--- src/rtl/fir_out_requant_if.sv ---
// Valid/ready output stream of the FIR requantizer: the requantizer drives
// samples as master, the downstream consumer accepts them as slave.
interface fir_out_requant_if #(
  parameter int WIDTH_OUT = 18
);
  logic                        m_valid;
  logic                        m_ready;
  logic signed [WIDTH_OUT-1:0] m_data;

  modport master (output m_valid, output m_data, input m_ready);
  modport slave  (input m_valid, input m_data, output m_ready);
endinterface

--- src/rtl/fir_out_requant.sv ---
// Round-half-up, shift and saturate full-precision FIR results to WIDTH_OUT bits,
// then buffer them in a show-ahead FIFO with sticky saturation/overflow flags.
module fir_out_requant #(
  parameter int WIDTH_IN  = 54,
  parameter int WIDTH_OUT = 18,
  parameter int SHIFT     = 8,
  parameter int DEPTH     = 16
) (
  input  logic                       clk,
  input  logic                       rst,
  input  logic                       ena,
  input  logic                       din_valid,
  input  logic signed [WIDTH_IN-1:0] din,
  fir_out_requant_if.master          m,
  output logic [$clog2(DEPTH):0]     level,
  output logic                       sat_flag,
  output logic                       ovf_flag,
  input  logic                       clr_flags
);

  localparam int AW = $clog2(DEPTH);
  localparam logic signed [WIDTH_IN:0] ROUND = (WIDTH_IN+1)'(1) << (SHIFT - 1);
  localparam logic signed [WIDTH_IN:0] MAX_Q = (WIDTH_IN+1)'((1 << (WIDTH_OUT - 1)) - 1);
  localparam logic signed [WIDTH_IN:0] MIN_Q = ~MAX_Q;

  logic                        r_s1_valid;
  logic signed [WIDTH_IN:0]    r_s1_sum;
  logic                        r_s2_valid;
  logic signed [WIDTH_OUT-1:0] r_s2_data;

  logic signed [WIDTH_OUT-1:0] r_mem [DEPTH];
  logic [AW-1:0]               r_wr_ptr;
  logic [AW-1:0]               r_rd_ptr;
  logic [AW:0]                 r_count;
  logic signed [WIDTH_OUT-1:0] r_m_data;
  logic                        r_sat_flag;
  logic                        r_ovf_flag;

  logic signed [WIDTH_IN:0]    w_q;
  logic                        w_sat_hi;
  logic                        w_sat_lo;
  logic signed [WIDTH_OUT-1:0] w_q_sat;
  logic                        w_valid;
  logic                        w_full;
  logic                        w_push;
  logic                        w_pop;
  logic                        w_wr;
  logic                        w_drop;
  logic [AW-1:0]               w_rd_next;

  // Stage 2 arithmetic: the extra sum bit keeps the rounding add from wrapping.
  assign w_q      = r_s1_sum >>> SHIFT;
  assign w_sat_hi = (w_q > MAX_Q);
  assign w_sat_lo = (w_q < MIN_Q);
  assign w_q_sat  = w_sat_hi ? MAX_Q[WIDTH_OUT-1:0] :
                    w_sat_lo ? MIN_Q[WIDTH_OUT-1:0] : w_q[WIDTH_OUT-1:0];

  assign w_valid   = (r_count != '0);
  assign w_full    = (r_count == (AW+1)'(DEPTH));
  assign w_push    = ena && r_s2_valid;
  assign w_pop     = w_valid && m.m_ready;
  assign w_wr      = w_push && (!w_full || w_pop);
  assign w_drop    = w_push && w_full && !w_pop;
  assign w_rd_next = r_rd_ptr + AW'(1);

  // NOTE: sequential state uses non-blocking assignments so every register
  // samples pre-edge values regardless of statement order.
  always_ff @(posedge clk) begin
    if (rst) begin
      r_s1_valid <= 1'b0;
      r_s1_sum   <= '0;
      r_s2_valid <= 1'b0;
      r_s2_data  <= '0;
    end else if (ena) begin
      r_s1_valid <= din_valid;
      r_s1_sum   <= {din[WIDTH_IN-1], din} + ROUND;
      r_s2_valid <= r_s1_valid;
      r_s2_data  <= w_q_sat;
    end
  end

  // NOTE: the storage array has no reset; pointers and count define which
  // entries are live, so stale contents are never observed.
  always_ff @(posedge clk) begin
    if (w_wr) r_mem[r_wr_ptr] <= r_s2_data;
  end

  // Head register: loaded with whichever entry becomes the head after this edge.
  always_ff @(posedge clk) begin
    if (rst) begin
      r_wr_ptr <= '0;
      r_rd_ptr <= '0;
      r_count  <= '0;
      r_m_data <= '0;
    end else begin
      if (w_wr)  r_wr_ptr <= r_wr_ptr + AW'(1);
      if (w_pop) r_rd_ptr <= w_rd_next;
      if (w_wr && !w_pop)      r_count <= r_count + (AW+1)'(1);
      else if (!w_wr && w_pop) r_count <= r_count - (AW+1)'(1);
      if (w_pop) begin
        if (r_count != (AW+1)'(1)) r_m_data <= r_mem[w_rd_next];
        else if (w_wr)             r_m_data <= r_s2_data;
      end else if (w_wr && !w_valid) begin
        r_m_data <= r_s2_data;
      end
    end
  end

  // Clearing wins over a set arriving in the same cycle.
  always_ff @(posedge clk) begin
    if (rst || clr_flags) begin
      r_sat_flag <= 1'b0;
      r_ovf_flag <= 1'b0;
    end else begin
      if (ena && r_s1_valid && (w_sat_hi || w_sat_lo)) r_sat_flag <= 1'b1;
      if (w_drop)                                      r_ovf_flag <= 1'b1;
    end
  end

  assign m.m_valid = w_valid;
  assign m.m_data  = r_m_data;
  assign level     = r_count;
  assign sat_flag  = r_sat_flag;
  assign ovf_flag  = r_ovf_flag;

endmodule
--- src/flat_wrapper.sv ---
// flat-port wrapper written by rule: the top's interface ports become plain ports
module fir_out_requant_flat 
#(
  parameter int WIDTH_IN  = 54,
  parameter int WIDTH_OUT = 18,
  parameter int SHIFT     = 8,
  parameter int DEPTH     = 16
)
  (clk, rst, ena, din_valid, din, level, sat_flag, ovf_flag, clr_flags, m_m_valid, m_m_data, m_m_ready);
  fir_out_requant_if #(.WIDTH_OUT(WIDTH_OUT)) m_i ();
  input  logic clk;
  input  logic rst;
  input  logic ena;
  input  logic din_valid;
  input  logic signed [WIDTH_IN-1:0] din;
  output logic [$clog2(DEPTH):0] level;
  output logic sat_flag;
  output logic ovf_flag;
  input  logic clr_flags;
  output wire logic [$bits(m_i.m_valid)-1:0] m_m_valid;
  output wire logic [$bits(m_i.m_data)-1:0] m_m_data;
  input wire logic [$bits(m_i.m_ready)-1:0] m_m_ready;
  assign m_m_valid = m_i.m_valid;
  assign m_m_data = m_i.m_data;
  assign m_i.m_ready = m_m_ready;
  fir_out_requant #(.WIDTH_IN(WIDTH_IN), .WIDTH_OUT(WIDTH_OUT), .SHIFT(SHIFT), .DEPTH(DEPTH)) u_core (.clk(clk), .rst(rst), .ena(ena), .din_valid(din_valid), .din(din), .m(m_i), .level(level), .sat_flag(sat_flag), .ovf_flag(ovf_flag), .clr_flags(clr_flags));
endmodule
--- config.mk ---
export PLATFORM = sky130hd
export DESIGN_NAME = fir_out_requant_flat
export DESIGN_NICKNAME = d
export VERILOG_FILES = /design/src/rtl/fir_out_requant_if.sv /design/src/rtl/fir_out_requant.sv /design/src/flat_wrapper.sv
export SDC_FILE = /design/constraint.sdc
export NUM_CORES = 1
export LEC_CHECK = 0
export ABC_AREA = 1
export CAP_MARGIN = 20
export CORE_MARGIN = 3
export CORE_UTILIZATION = 40
export DETAILED_ROUTE_END_ITERATION = 10
export GPL_ROUTABILITY_DRIVEN = 0
export SYNTH_ARGS = -nofsm -noshare
export SYNTH_HDL_FRONTEND = slang
export SYNTH_SLANG_ARGS = --single-unit
--- constraint.sdc ---
create_clock -name clk -period 3.4 [get_ports clk]
set_clock_uncertainty 0.1 [all_clocks]
set_input_delay 0.68 -clock clk [delete_from_list [all_inputs] [get_ports clk]]
set_output_delay 0.68 -clock clk [all_outputs]
set_load 0.005 [all_outputs]
* Yosys cells after proc, flatten, opt, wreduce, memory -nomap -nowiden
Memory sizes are Yosys's and may differ from the RTL's.
Cells that the tools add are included.
** Word-level totals
- Memories :: 1
- Memory bits (writable) :: 288
- Output and inout bits :: 26
- Logic and storage cells :: 52
- Register bits :: 108
** Operators by class
- $add $sub $neg :: 5
- Equal/unequal tests :: 3
- Order comparisons :: 2
- Mux-type cells :: 10
- Reduce and logical (&&, ||, !) cells :: 21
** Memory list
- u_core.r_mem :: depth 16, bits a word 18, read ports 1, clocked after memory_dff 0, wr ports 1, RTL line fir_out_requant.sv:31 : logic signed [WIDTH_OUT-1:0] r_mem [DEPTH];
** Operators with widths (number)
- two-way mux 18 bit :: 6
- adder 54 x 9 -> 55 bit, second input constant :: 1
- greater-than comparator 47 x 18 -> 1 bit, second input constant :: 1
- < comparator 47 x 18 -> 1 bit, second input constant :: 1
- logical AND 1 bit :: 10
- two-way mux 5 bit :: 2
- adder 4 x 1 -> 4 bit, second input constant :: 2
- adder 5 x 1 -> 5 bit, second input constant :: 1
- == test 5 bit, second input constant :: 1
- != test 5 x 1 -> 1 bit, second input constant :: 1
- nonzero test 5 bit :: 1
- subtractor 5 x 1 -> 5 bit, second input constant :: 1
- zero test 1 bit :: 4
- nonzero test 2 bit :: 2
- logical OR 1 bit :: 3
- != test 3 bit, second input constant :: 1
- two-way mux 1 bit :: 2
- AND reduction 2 bit :: 1

* Depth between registers and ports, before layout
Gate-level depths: netlist (run 1).
- Depth in word-level cells :: 8
- Gate-level depth with buffers :: 13
- Depth with buffers taken out :: 13

* Worst setup path before layout (run 1)
No wires, ideal clock.
- Kind :: input to register
- Start point :: in ena
- End point :: mem u_core.r_mem[0][0], enable pin
- Buffers on the path :: 1
- Required time :: 2.908 ns
- Slack :: 0.816 ns
- Setup time :: 0.392 ns
- Arrival :: 2.092 ns
- Stages on the path :: 7
- Path through :: nand2_1 > inv_1 > buf_2 > nand2_1 > inv_1 > nand2_1 > nor2_1
** Between the ends
- Cells in the longest elaborated chain, start to end :: 4
** RTL lines
- from (decl) :: RTL line flat_wrapper.sv:13 : input logic ena;
- logical AND 1 bit :: RTL line fir_out_requant.sv:60 : assign w_push = ena && r_s2_valid;
- logical AND 1 bit :: RTL line fir_out_requant.sv:62 : assign w_wr = w_push && (!w_full || w_pop);
- named net u_core.w_wr :: RTL line fir_out_requant.sv:47 : logic w_wr;
- two-way mux 1 bit :: RTL line fir_out_requant.sv:85 : if (w_wr) r_mem[r_wr_ptr] <= r_s2_data;
- two-way mux 1 bit (not written as such) :: RTL line fir_out_requant.sv:85
- to (decl) :: RTL line fir_out_requant.sv:31
The timed path passes the listed nets, and every way through them passes these cells.

* Worst setup path after layout (run 1)
- Start point :: reg u_core.r_count[0], in the netlist u_core.level[0]
- End point :: out m_m_valid
** Between the ends
- Cells in the longest elaborated chain, start to end :: 1
** RTL lines
- from (decl) :: RTL line fir_out_requant.sv:34 : logic [AW:0] r_count;
- from (signal assigned) :: RTL line fir_out_requant.sv:98 : if (w_wr && !w_pop) r_count <= r_count + (AW+1)'(1);
- from (signal assigned) :: RTL line fir_out_requant.sv:99 : else if (!w_wr && w_pop) r_count <= r_count - (AW+1)'(1);
- nonzero test 5 bit :: RTL line fir_out_requant.sv:58 : assign w_valid = (r_count != '0);
- to (decl) :: RTL line flat_wrapper.sv:20 : output wire logic [$bits(m_i.m_valid)-1:0] m_m_valid;
No other way between the ends.

==> out/results.env, run 1 <==
CTS_SETUP_BUFFERS=0
ROUTED_WL_UM=46700
DETAILROUTE.VIA_COUNT=13900
INITIAL_CORE_UTIL_PCT=40.6
SHARE_OF_SYNTHESIZED_AREA_OCCUPIED_BY_FLIP_FLOPS_AND_LATCHES_PCT=59.2
LARGEST_NET_DEGREE_AT_THE_START_OF_GLOBAL_ROUTING=146
CTS_BUFFERS=42
NETLIST.AREA_LEADER.SHARE_PCT=48.0
DIE_H_UM=218
POST_CTS_RESIZE_COUNT=0
GLOBAL_ROUTE.USAGE.MET3_PCT=3.03
PLACED_WIRE_LENGTH_ESTIMATE_AFTER_DETAILED_PLACEMENT_UM=29900
STATIC-LEAKAGE-POWER_nW=8.64
MAX_CAP_VIOL_COUNT=0
SETUP_VIOL=0
LAYOUT-AREA-OVERHEAD-VS-SYNTH_PCT=16.0
FMAX_GHz=0.363
SYNTH.CELLS.MOST_FREQUENT='sky130_fd_sc_hd__nand2_1 (711), sky130_fd_sc_hd__edfxtp_1 (288), sky130_fd_sc_hd__nor2_1 (266), sky130_fd_sc_hd__nand3_1 (231), sky130_fd_sc_hd__inv_1 (201)'
SETUP_CRIT_END_KIND='primary output'
LAYOUT-DRIVE-GT1-SHARE_PCT=6.79
BUFFER_PORTS.INSERTED=78
CLOCK_TREE.ROOT_CELL='sky130_fd_sc_hd__clkbuf_16'
AREA_OF_THE_CORE_SQ_UM=44300
POWER.DENSITY_nW_PER_UM2=720
GLOBALROUTEOVERFLOWTOTAL=0
ROUTEDWLPERCELL_UM=16.8
GLOBALROUTEMET2UTIL_PCT=31.9
MAX_SLEW_MARGIN_PCT=33.4
N_ANTENNA_CELL=0
DRT-INITIAL-DRC-COUNT=1066
WORSTSKEWPAIRLATENCY_NS=0.58
FULL_DIE_AREA_SQ_UM=47600
WORST_PIN_SLEW_NS=0.998
NUMBER_OF_ENABLE_FLIP_FLOP_CELLS_AFTER_SYNTHESIS=288
WORST_SETUP_PATH_START_KIND='flip-flop'
FINALMAXSLEWVIOLATIONS=0
ROWS=77
RSZ0062_AT_GRT='false'
SYNTH.CELL_AREA_SQ_UM=18000
SYNTH_WARNINGS=0
CLOCK_TREE_FROM_TRITONCTS='built'
YOSYSMOSTFREQUENTCELL='sky130_fd_sc_hd__nand2_1'
CTSHOLDBUFFERS=0
ANTENNA_VIOLATIONS_BEFORE_REPAIR=0
GRT.BUSIEST_LAYER='met2'
HIGHEST_NET_FANOUT_ALONG_THE_WORST_PATH=6
RUN_STATUS='completed'
SYNTHCELLS=2094
POSTSYNTHNETCOUNT=2165
CTS.HTREE.LEVELS=2
YOSYS.CELL_TYPES.COUNT=33
FIN_TNS_SETUP_NS=0
CP_DATA_ARRIVAL_TIME_NS=1.97
TIMING.SETUP.CRITICAL_PATH_CLASS='flip-flop to primary output'
CTS_MAX_PATH_BUFFERS=3
DIE-WIDTH_UM=218
POSTSYNTHAREAPERCELL_SQ_UM=8.60
SYNTH-ASYNC-RESET-RATIO_PCT=0
NETS_FINAL=2232
GRT_PASS1_WL_UM=73900
IO_PINS=86
DRT_FIRST_PASS_ITERS=7
SYNTH_FLOP_CELL='sky130_fd_sc_hd__edfxtp_1'
FIRST_GLOBAL_VIAS=13400
VIASPERCELL=4.98
SYNTHESIZED_FLOP_AND_LATCH_TOTAL=388
DRC=0
HOLD_VIOL_FINAL=0
MIN_PERIOD_OVER_PERIOD_PCT=81.0
NFILLCELLS=4228
CLOCK-SINKS=388
POSTLAYOUTCOREUTIL_PCT=47.1
LAYOUT_MIN_CYCLE_TIME_NS=2.75
MET1_USAGE_PCT=27.0
IRDROPWORSTVDD_V=0.000490
SYNTH.TOP_CELLS.BY_AREA='sky130_fd_sc_hd__edfxtp_1 (48%), sky130_fd_sc_hd__nand2_1 (15%), sky130_fd_sc_hd__dfxtp_1 (11%), sky130_fd_sc_hd__nand3_1 (6.4%), sky130_fd_sc_hd__nor2_1 (5.5%)'
WP_DATA_REQUIRED_NS=2.62
CLK_TRANSITION_REPORTED_PATHS_NS=0.06
POSTROUTEANTENNANETS=0
GRT_USE_TOTAL_PCT=19.8
HP-CLASS='flip-flop to flip-flop'
SYNTH_TOP_AREA_CELL='sky130_fd_sc_hd__edfxtp_1'
[metrics by stage]
step           area, sq um  cells  worst slack, ns  power [mW]  hold slack (ns)
5_1_grt              20900   2786            0.508        15.9            0.368
4_1_cts              20900   2786            0.604        15.1            0.354
3_5_place_dp         19400   2709            0.264        10.4            0.348
6_report             20900   2786            0.646        15.0            0.349
3_3_place_gp         19400   2709            0.254        10.4            0.338
2_1_floorplan        18000   2094            0.816        8.88            0.341
[logic make-up after synthesis]
kind of cell	after synthesis	share of synthesized area (%)
adder cells (fa/ha/maj)	11	0.765
AO/OA/AOI/OAI	123	3.51
XOR/XNOR	24	1.21
buffers and inverters	299	7.03
flip-flops	388	59.2
AND/OR/NAND/NOR	1249	28.3
[area by class of cell]
| type | instances | area (sq um) | share of cell area, % |
|---|---|---|---|
| Inverter | 209 | 788 | 3.77 |
| Multi-Input combinational cell | 1407 | 6150 | 29.4 |
| Tap cell | 592 | 741 | 3.55 |
| Timing Repair Buffer | 113 | 1110 | 5.32 |
| Sequential cell | 388 | 10700 | 51.0 |
| Clock inverter | 17 | 231 | 1.11 |
| Clock buffer | 60 | 1220 | 5.83 |
[cells in the final DEF (no fill, tap or decap), drive strengths merged]
cell           synthesis  routed
nand2                714     714
edfxtp               288     288
nor2                 275     275
nand3                234     234
inv                  207     210
dfxtp                100     100
clkdlybuf4s50          0      76
a21oi                 67      67
clkbuf                23      60
o21ai                 49      49
buf                   67      37
xor2                  17      17
nand4                 14      14
ha                    11      11
clkinv                 2      11
xnor2                  7       7
o211ai                 6       6
nor3                   5       5
or2                    5       5
bufinv                 0       4
and2                   2       2
o22ai                  1       1
clkinvlp               0       1
[routing by layer]
| layer | vias up | wire length [um] |
|---|---|---|
| met5 | - | 0 |
| met4 | 0 | 1430 |
| met3 | 84 | 2930 |
| met2 | 451 | 21600 |
| met1 | 6475 | 20700 |
| li1 | 6877 | - |
[worst paths after layout]
check,from,slack (ns),cells after the start,to
max reg2reg,u_core.level[0],0.86,11,u_core.level[3]
min,u_core.sat_flag,0.35,2,u_core.sat_flag
max,u_core.level[0],0.65,4,m_m_valid
min reg2reg,u_core.sat_flag,0.35,2,u_core.sat_flag
[state kept, by name, indices dropped and copies added (netlist names), 4 cells and up]
name and flops:
u_core.r_s1_sum 47, u_core.level 5, u_core.m.m_data 18, u_core.r_s2_data 18, u_core.r_mem 288, u_core.r_wr_ptr 4, u_core.r_rd_ptr 4
[critical path: stages (launching register included)]
cell and delay, ns:
sky130_fd_sc_hd__dfxtp_1 0.42, sky130_fd_sc_hd__inv_1 0.11, sky130_fd_sc_hd__ha_1 0.24, sky130_fd_sc_hd__nand3_2 0.14
sky130_fd_sc_hd__clkdlybuf4s50_1 0.52
[power by group]
part           internal (mW)  total [mW]  switching [mW]
clock                   2.82        4.73            1.90
combinational           1.52        4.84            3.32
sequential              5.26        5.47           0.216
Power figures use the tool's default switching activity.
==> inputs of run 2 (changes only) <==
Clock period 3.4 ns to 2.59 ns, I/O delays scaled along.
==> out/results.env, run 2 (synthesis gave the netlist of run 1 again) <==
NETS_FINAL=2269  # +1.7%
WORST_SETUP_PATH_START_KIND='flip-flop'
MOSTFREQUENTLAYOUTCELL='sky130_fd_sc_hd__nand2_1'
LAYOUT-DRIVE-GT1-SHARE_PCT=8.20  # +1.4 points
PLACED_WIRE_LENGTH_ESTIMATE_AFTER_DETAILED_PLACEMENT_UM=31200  # +4.2%
FINALMAXSLEWVIOLATIONS=0  # unchanged
LAYOUT-AREA-OVERHEAD-VS-SYNTH_PCT=18.9
R2R-START='u_core.level[0]'
RSZ0062_AT_GRT='false'
ROUTED_WL_UM=46800  # +0.12%
DRT_FIRST_PASS_ITERS=5  # -2
WORSTREGTOREGCELLS=11  # unchanged
POWER.DENSITY_nW_PER_UM2=944  # +31%
GLOBALROUTEOVERFLOWTOTAL=0  # unchanged
AREA_OF_THE_CORE_SQ_UM=44300  # unchanged
GLOBALROUTEMET2UTIL_PCT=33.2  # +1.2 points
INITIAL_CORE_UTIL_PCT=40.6  # unchanged
MIN_PATH_CELLS=3  # +1
TIMING.RR.END='u_core.level[3]'
CLOCK-SINKS=388  # unchanged
ORIGIN_OF_THE_WORST_MIN_DELAY_PATH='rst'
DIE-WIDTH_UM=218  # unchanged
CTS_MAX_PATH_BUFFERS=3  # unchanged
STATIC-LEAKAGE-POWER_nW=8.87  # +2.8%
POSTLAYOUTCELLAREA_SQ_UM=21400  # +2.4%
GRT.BUSIEST_LAYER='met2'
PLACEDINSTANCEAREA_SQ_UM=19900  # +2.5%
GLOBAL_ROUTE.USAGE.MET3_PCT=2.75  # -0.28 points
DETAILROUTE.VIA_COUNT=14000  # +0.65%
IO_PINS=86  # unchanged
FIRST_GLOBAL_VIAS=13600  # +1.0%
SETUP_VIOL=0  # unchanged
HOLD_VIOL_FINAL=0  # unchanged
WORSTSKEWPAIRLATENCY_NS=0.57  # about the same
FMAX_GHz=0.400
DRT-INITIAL-DRC-COUNT=1009  # -5.3%
LAYOUT_TOP_REGISTERS='u_core.r_mem: 288 flops, u_core.r_s1_sum: 47 flops'
CTSHOLDBUFFERS=0  # unchanged
RUN_STATUS='completed'
DIE_H_UM=218  # unchanged
DRC=0  # unchanged
REG2REG_SLACK_NS=0.26  # -0.60 ns
MIN_PERIOD_OVER_PERIOD_PCT=96.5
BUFFER_PORTS.INSERTED=78  # unchanged
SETUP_CRIT_END_KIND='primary output'
MOSTFREQUENTLAYOUTCELLS='sky130_fd_sc_hd__nand2_1 (711), sky130_fd_sc_hd__edfxtp_1 (288), sky130_fd_sc_hd__nor2_1 (250)'
HP-CLASS='input port to flip-flop'
MET1_USAGE_PCT=27.2  # +0.20 points
GRT_USE_TOTAL_PCT=20.0  # +0.21 points
ANTENNA_VIOLATIONS_BEFORE_REPAIR=0  # unchanged
POSTROUTEANTENNANETS=0  # unchanged
CLOCK_TREE.ROOT_CELL='sky130_fd_sc_hd__clkbuf_16'
N_ANTENNA_CELL=0  # unchanged
NUMBER_OF_FLIP_FLOPS_IN_THE_LARGEST_REGISTER=288  # unchanged
HOLD-PATH-ENDPOINT='u_core.level[4]'
CLK_TRANSITION_REPORTED_PATHS_NS=0.06  # about the same
CTS_BUFFERS=43  # +2.4%
GRT_PASS1_WL_UM=75000  # +1.5%
MAX_SLEW_MARGIN_PCT=33.9  # +0.41 points
IRDROPWORSTVDD_V=0.000702  # +43%
FULL_DIE_AREA_SQ_UM=47600  # unchanged
ROUTEDWLPERCELL_UM=16.6  # -1.3%
LAYOUT_MIN_CYCLE_TIME_NS=2.50
VIASPERCELL=4.95  # -0.74%
FIN_TOTAL_PWR_mW=20.2  # +34%
WORST_PIN_SLEW_NS=0.992  # -0.00608 ns
MAX_CAP_VIOL_COUNT=0  # unchanged
CP_DATA_ARRIVAL_TIME_NS=1.88  # -0.09 ns
REGISTERS.TOP_BY_FF_COUNT='u_core.r_mem'
WP_DATA_REQUIRED_NS=1.97  # -0.65 ns
LARGEST_NET_DEGREE_AT_THE_START_OF_GLOBAL_ROUTING=101  # -31%
ROWS=77  # unchanged
CTS.HTREE.LEVELS=2  # unchanged
HIGHEST_NET_FANOUT_ALONG_THE_WORST_PATH=6  # unchanged
CLOCK_TREE_FROM_TRITONCTS='built'
TIMING.SETUP.CRITICAL_PATH_CLASS='flip-flop to primary output'
-- run 2: changes by cell type in the layout (fill, tap and decap cells not counted), moves of 2 or more --
cell                       before  now
sky130_fd_sc_hd__buf_4         30   49
sky130_fd_sc_hd__clkbuf_8      10    8
sky130_fd_sc_hd__clkbuf_1       8   13
sky130_fd_sc_hd__buf_12         6   23
sky130_fd_sc_hd__clkinv_1       4    6
sky130_fd_sc_hd__clkinv_2       6    4
-- run 2: where the power goes --
| part | switching [mW] | internal [mW] |
|---|---|---|
| Clock | 2.48 | 3.82 |
| Combinational | 4.50 | 2.28 |
| Sequential | 0.212 | 6.91 |
| Total | 7.19 | 13.0 |
-- run 2: worst max path at each step --
stage	startpoint	endpoint	cells past startpoint
floorplan	u_core.level[0]	u_core.r_mem[0][0]	7
global placement	m_m_ready	u_core.level[3]	11
detailed placement	m_m_ready	u_core.level[3]	11
CTS	u_core.level[0]	m_m_valid	4
global route	u_core.level[0]	m_m_valid	4
finish	u_core.level[0]	m_m_valid	4
-- run 2: cell type report --
cell class / instances / area (sq um)
multi-input cells: 1407 / 6150
inverters: 209 / 788
well taps: 592 / 741
repair buffers: 149 / 1590
clock inverters: 16 / 233
flip-flops and latches: 388 / 10700
clock buffers: 64 / 1230
fillers: 4168 / 22900
-- run 2: layer usage --
layer | part of all wire [%] | vias to the layer above
li1 | - | 6967
met1 | 45 | 6560
met2 | 47 | 363
met3 | 5.0 | 87
met4 | 2.7 | 0
met5 | 0 | -
-- run 2: critical path: stages, from the launching register on --
cell	delay, ns
sky130_fd_sc_hd__dfxtp_4	0.37
sky130_fd_sc_hd__inv_1	0.08
sky130_fd_sc_hd__ha_1	0.24
sky130_fd_sc_hd__nand3_4	0.12
sky130_fd_sc_hd__clkdlybuf4s50_1	0.51
-- run 2: through the flow --
step	setup TNS [ns]	std cells	setup WS [ns]	hold slack [ns]	utilization (%)
6_report	0	2825	0.0918	0.349	48.3
5_1_grt	0	2825	0.00688	0.376	48.3
4_1_cts	0	2825	0.0146	0.340	48.3
3_5_place_dp	-0.122	2745	-0.122	0.345	45.0
3_3_place_gp	-0.216	2745	-0.158	0.338	45.0
2_1_floorplan	0	2094	0.164	0.341	-
-- run 2: what timing repair did --
action / 4_1_cts / 5_1_grt
endpoints found under the hold margin: 0 / 0
resized for setup: 1 / 3
endpoints found under the setup margin: 1 / 1
buffers inserted: 0 / 0
